===== src/rtl/dds_voice_engine.sv =====
`default_nettype none
// ============================================================================
// dds_voice_engine : time-multiplexed multi-voice DDS with SPI command parser
// Revision 1.0
// ============================================================================
module dds_voice_engine #(
  parameter int NUM_VOICES = 8,
  parameter int PHASE_W    = 32,
  parameter int FREQ_W     = 16,
  parameter int ADDR_W     = 22,
  parameter int DATA_W     = 24,
  parameter int OUT_W      = 8,
  parameter int DIV        = 500
) (
  input  logic              clk,
  input  logic              reset,
  input  logic              rx_valid,
  input  logic [7:0]        rx_data,
  input  logic              frame_start,
  output logic [ADDR_W-1:0] rom_addr,
  output logic [2:0]        rom_wave,
  input  logic [DATA_W-1:0] rom_data,
  output logic [OUT_W-1:0]  sample_out,
  output logic              sample_valid,
  output logic              cmd_error
);

  localparam int VIDX_W = $clog2(NUM_VOICES);
  localparam int ACC_W  = DATA_W + VIDX_W;
  localparam int CNT_W  = $clog2(DIV);

  localparam logic [1:0] S_IDLE  = 2'd0;
  localparam logic [1:0] S_FETCH = 2'd1;
  localparam logic [1:0] S_DRAIN = 2'd2;
  localparam logic [1:0] S_OUT   = 2'd3;

  localparam logic [1:0] P_CMD   = 2'd0;
  localparam logic [1:0] P_VOICE = 2'd1;
  localparam logic [1:0] P_PAY0  = 2'd2;
  localparam logic [1:0] P_PAY1  = 2'd3;

  logic [PHASE_W-1:0] r_phase [NUM_VOICES];
  logic [FREQ_W-1:0]  r_tune  [NUM_VOICES];
  logic [7:0]         r_env   [NUM_VOICES];
  logic [2:0]         r_wave  [NUM_VOICES];

  logic [CNT_W-1:0]   r_cnt;
  logic               w_tick;

  logic [1:0]         r_pstate;
  logic [1:0]         r_cmd;
  logic [VIDX_W-1:0]  r_voice;
  logic               r_vbad;
  logic [7:0]         r_hi;
  logic               r_cmd_error;
  logic               w_voice_ok;

  logic [1:0]         r_mstate;
  logic [VIDX_W-1:0]  r_k;
  logic               r_pv;
  logic [7:0]         r_penv;
  logic [ACC_W-1:0]   r_acc;
  logic [OUT_W-1:0]   r_sample;
  logic               r_valid;
  logic [DATA_W+7:0]  w_prod;
  logic [DATA_W-1:0]  w_term;

  assign w_tick     = (r_cnt == CNT_W'(DIV - 1));
  assign w_voice_ok = (rx_data < 8'(NUM_VOICES));
  assign w_prod     = {8'd0, rom_data} * {{DATA_W{1'b0}}, r_penv};
  assign w_term     = w_prod[DATA_W+7:8];

  assign rom_addr     = (r_mstate == S_FETCH) ? r_phase[r_k][PHASE_W-1 -: ADDR_W] : '0;
  assign rom_wave     = (r_mstate == S_FETCH) ? r_wave[r_k] : 3'd0;
  assign sample_out   = r_sample;
  assign sample_valid = r_valid;
  assign cmd_error    = r_cmd_error;

  always_ff @(posedge clk) begin
    if (reset) begin
      r_cnt <= '0;
      for (int v = 0; v < NUM_VOICES; v++) r_phase[v] <= '0;
    end else begin
      r_cnt <= w_tick ? '0 : r_cnt + 1'b1;
      if (w_tick) begin
        for (int v = 0; v < NUM_VOICES; v++)
          r_phase[v] <= r_phase[v] + PHASE_W'(r_tune[v]);
      end
    end
  end

  // Writes land only on the frame's final byte, so a truncated frame is harmless.
  always_ff @(posedge clk) begin
    if (reset) begin
      r_pstate    <= P_CMD;
      r_cmd       <= 2'd0;
      r_voice     <= '0;
      r_vbad      <= 1'b0;
      r_hi        <= 8'd0;
      r_cmd_error <= 1'b0;
      for (int v = 0; v < NUM_VOICES; v++) begin
        r_tune[v] <= '0;
        r_env[v]  <= 8'd0;
        r_wave[v] <= 3'd0;
      end
    end else begin
      r_cmd_error <= 1'b0;
      if (frame_start) begin
        r_pstate <= P_CMD;
      end else if (rx_valid) begin
        case (r_pstate)
          P_CMD: begin
            if (rx_data == 8'h01 || rx_data == 8'h02 || rx_data == 8'h03) begin
              r_cmd    <= rx_data[1:0];
              r_pstate <= P_VOICE;
            end else begin
              r_cmd_error <= 1'b1;
            end
          end
          P_VOICE: begin
            r_voice     <= rx_data[VIDX_W-1:0];
            r_vbad      <= !w_voice_ok;
            r_cmd_error <= !w_voice_ok;
            r_pstate    <= P_PAY0;
          end
          P_PAY0: begin
            if (r_cmd == 2'd1) begin
              r_hi     <= rx_data;
              r_pstate <= P_PAY1;
            end else begin
              if (!r_vbad) begin
                if (r_cmd == 2'd2) r_env[r_voice]  <= rx_data;
                else               r_wave[r_voice] <= rx_data[2:0];
              end
              r_pstate <= P_CMD;
            end
          end
          default: begin
            if (!r_vbad) r_tune[r_voice] <= FREQ_W'({r_hi, rx_data});
            r_pstate <= P_CMD;
          end
        endcase
      end
    end
  end

  // Envelope is latched at fetch time so a later write only affects the next sample.
  always_ff @(posedge clk) begin
    if (reset) begin
      r_mstate <= S_IDLE;
      r_k      <= '0;
      r_pv     <= 1'b0;
      r_penv   <= 8'd0;
      r_acc    <= '0;
      r_sample <= '0;
      r_valid  <= 1'b0;
    end else begin
      r_valid <= 1'b0;
      case (r_mstate)
        S_IDLE: begin
          if (w_tick) begin
            r_mstate <= S_FETCH;
            r_k      <= '0;
            r_pv     <= 1'b0;
            r_acc    <= '0;
          end
        end
        S_FETCH: begin
          if (r_pv) r_acc <= r_acc + ACC_W'(w_term);
          r_pv   <= 1'b1;
          r_penv <= r_env[r_k];
          r_k    <= r_k + 1'b1;
          if (r_k == VIDX_W'(NUM_VOICES - 1)) r_mstate <= S_DRAIN;
        end
        S_DRAIN: begin
          r_acc    <= r_acc + ACC_W'(w_term);
          r_pv     <= 1'b0;
          r_mstate <= S_OUT;
        end
        default: begin
          r_sample <= r_acc[ACC_W-1 -: OUT_W];
          r_valid  <= 1'b1;
          r_mstate <= S_IDLE;
        end
      endcase
    end
  end

endmodule
`default_nettype wire


===== config.mk =====
export PLATFORM = sky130hd
export DESIGN_NAME = dds_voice_engine
export DESIGN_NICKNAME = d
export VERILOG_FILES = /design/src/rtl/dds_voice_engine.sv
export SDC_FILE = /design/constraint.sdc
export NUM_CORES = 2
export LEC_CHECK = 0
export CAP_MARGIN = 10
export CORE_UTILIZATION = 56
export CTS_CLUSTER_SIZE = 14
export DETAILED_ROUTE_END_ITERATION = 10
export HOLD_SLACK_MARGIN = 0.15
export PLACE_DENSITY = 0.73
export SLEW_MARGIN = 10
export SYNTH_ARGS = -nofsm -noshare
export SYNTH_HDL_FRONTEND = slang
export SYNTH_SLANG_ARGS = --single-unit

===== constraint.sdc =====
create_clock -name clk -period 12.3 [get_ports clk]
set_input_delay 1.845 -clock clk [delete_from_list [all_inputs] [get_ports clk]]
set_output_delay 1.845 -clock clk [all_outputs]
set_load 0.05 [all_outputs]

==> results.py <==
metrics = {
    "clock_network": {
        "root_buffer": "clkbuf_16",
        "h-tree-depth": 2,
        "cts_max_path_buffers": 3,
        "insertion_delay_ns": 0.65,
        "cts_hold_buf": 0,
        "cts_buffers": 60,
        "clk_pin_slew_worst_paths_ns": 0.06,
        "cts_tree": "yes",
        "post-cts-setup-buffers": 0,
        "cts_sinks": 551,
        "post_cts_resized": 0,
    },
    "critical_path": {
        "critPathCaptureType": "register",
        "crit_type": "primary input to register",
        "cp_max_fo": 8,
        "regToRegSetupSlack_ns": 5.00,
        "r2r_cells": 24,
        "required_ns": 12.81,
        "cpMostUsedCell": "fa_1",
        "crit_family": "adder cells",
        "cp_slowest_cell": "a2111oi_0",
        "path_depth": 25,
        "start_kind": "primary input",
        "cp_data_arrival_time_ns": 8.62,
        "regToRegEndpoint": "r_acc[23]",
        "critPathMaxStageDelay_ns": 0.68,
        "startpoint": "rom_data[6]",
        "endpoint": "r_acc[23]",
        "r2r_start": "r_penv[6]",
        "critPathBufInv": 3,
    },
    "sta": {
        "rsz0062_at_grt": "false",
        "hold_viol_final": 0,
        "fmax_ghz": 0.1233,
        "fin_ws_ns": 4.188,
        "worst_slew_pin_slew_ns": 1.223,
        "drv_slew": 0,
        "finalCritPeriodShare_pct": 65.95,
        "setup_tns_ns": 0,
        "skew_ns": 0.04147,
        "layout_min_cycle_time_ns": 8.112,
        "max_slew_margin_pct": 18.16,
        "setup_violations": 0,
    },
    "floorplan": {
        "ios": 71,
        "core_mm2": 0.06575,
        "initial_utilization_pct": 56.53,
        "die_h_um": 259.6,
        "fp-row-count": 94,
        "die_area_mm2": 0.06740,
        "die_w_um": 259.6,
    },
    "placement": {
        "dpl.hpwl_um": 59270,
        "place_congestion": 0.8954,
        "portBuffers": 70,
        "dpl_worst_slack_ns": 3.579,
    },
    "global_route": {
        "grt_pass1_wl_um": 135100,
        "grt_pass1_vias": 25300,
        "overflow": 0,
        "grt_start_max_net_pins": 166,
        "grt_antenna_before_repair": 2,
        "grt_usage_pct": 25.25,
    },
    "drt": {
        "wl_um": 84610,
        "drtAntennaViolNets": 0,
        "viasPerCell": 5.881,
        "drt_iter0_drc": 1930,
        "wire_per_inst_um": 19.07,
        "vias": 26090,
        "first_pass_iters": 5,
        "drc": 0,
    },
    "synth": {
        "ys_ff_latch": 551,
        "yosys_warnings": 0,
        "seq_area_frac_synth_pct": 42.39,
        "synth_ff_type": "edfxtp_1",
        "syn_nets": 3867,
        "async_flop_share_pct": 0,
        "syn_area_per_cell_um2": 10.67,
        "netlist_instances": 3482,
        "synth_cell_types": 101,
        "synth_edf_count": 472,
        "synth_area_mm2": 0.03717,
    },
    "worst_hold_path": {
        "hold_path_class": "register to register",
    },
    "cells_and_area": {
        "drive_gt1_share_pct": 7.333,
        "area_growth_pct": 9.433,
        "diodes": 0,
        "fin_nets": 3906,
    },
    "job": {
        "drv_cap": 0,
    },
    "pwr": {
        "leakagePower_nw": 16.24,
        "powerDensity_mw_per_mm2": 140.4,
        "max-vdd-ir-drop_uv": 118.8,
    },
    "run_status": {
        "outcome": "completed",
    },
}
-- cells by family (layout without fill, tap and decap cells) --
logic type      after synthesis  in the layout  synth area share (%)
flops                       551            551                 42.39
simple gates               1333           1333                 18.70
xor+xnor                    210            210                 4.949
fa+ha+maj                   349            349                 14.58
buf+inv                     359            450                 3.757
mux                         126            126                 5.619
compound gates              554            554                 10.01
-- registers in the layout, indices dropped and copies added (netlist names), 2 cells and up, named ones only --
| register | flops |
|---|---|
| r_phase | 256 |
| r_hi | 8 |
| r_voice | 3 |
| r_wave | 24 |
| r_k | 3 |
| r_pstate | 2 |
| r_env | 64 |
| r_cnt | 9 |
| sample_out | 8 |
| r_mstate | 2 |
| r_acc | 27 |
| r_tune | 128 |
| r_penv | 8 |
| r_cmd | 2 |
-- stage by stage --
step | hold slack [ns] | utilization (%) | power [mW] | instances | cell area, µm²
2_1_floorplan | 0.4130 | - | 3.528 | 3482 | 37170
3_3_place_gp | 0.4249 | 58.87 | 3.892 | 4323 | 38700
3_5_place_dp | 0.4327 | 58.87 | 3.912 | 4323 | 38700
4_1_cts | 0.4438 | 61.86 | 5.739 | 4437 | 40670
5_1_grt | 0.4773 | 61.86 | 6.028 | 4437 | 40670
6_report | 0.4468 | 61.86 | 5.708 | 4437 | 40670
-- power by group --
group          switching, mW  total (mW)  internal [mW]
Clock                  0.763        1.82           1.05
Combinational           1.02        1.69          0.673
Sequential            0.0905        2.20           2.11
-- layout by cell type, fill, tap and decap left out, types with 71 or more instances in the layout --
cell,n
a21oi_1,161
fa_1,140
nand3_1,88
nor2_1,368
xor2_1,104
inv_1,230
ha_1,209
o21ai_0,90
dfxtp_1,77
a21o_1,71
xnor2_1,106
and2_1,343
nand2_1,192
edfxtp_1,472
-- cell usage after synthesis (21+ instances only) --
cell type	number	share of area, %
edfxtp_1	472	38
nor2_1	370	3.7
and2_1	343	5.8
inv_1	230	2.3
ha_1	209	7.0
nand2_1	192	1.9
a21oi_1	161	2.2
fa_1	140	7.5
xnor2_1	106	2.5
xor2_1	104	2.5
clkbuf_1	93	0.94
o21ai_0	90	1.2
nand3_1	88	1.2
dfxtp_1	79	4.3
a21o_1	71	1.4
mux4_2	66	4.0
nor3_1	60	0.81
mux2i_1	59	1.6
and3_1	43	0.72
or3_1	42	0.71
nand4_1	40	0.67
nor2b_1	35	0.59
o21a_1	27	0.55
nand2b_1	23	0.39
or2_2	22	0.37
a211oi_1	21	0.42
o21bai_1	21	0.42
-- final cells by class --
cell class / count / area [µm²]
Clock buffer: 81 / 1630
Clock inverter: 33 / 337.8
Fill cell: 5311 / 25070
Inverter: 232 / 870.8
Multi-Input combinational cell: 2572 / 20030
Sequential cell: 551 / 15760
Tap cell: 864 / 1081
Timing Repair Buffer: 104 / 965.9
-- routing by layer --
metal	GRT usage, %	up-vias	part of all wire [%]
met2	40.19	680	46
met3	2.778	118	5.3
met1	36.82	12850	46
met4	6.732	2	2.2
met5	0	-	0.012
li1	-	12450	-
-- how the worst min path moves through the flow --
stage                         from        to  slack [ns]  cells past startpoint
after global routing      r_cnt[0]  r_cnt[0]        0.48                      1
after CTS                 r_cnt[0]  r_cnt[0]        0.44                      1
after global placement    r_cnt[0]  r_cnt[0]        0.42                      1
after floorplan           r_cnt[0]  r_cnt[0]        0.41                      1
after detailed placement  r_cnt[0]  r_cnt[0]        0.43                      1
final                     r_cnt[0]  r_cnt[0]        0.45                      1
Power figures use the tool's default switching activity.
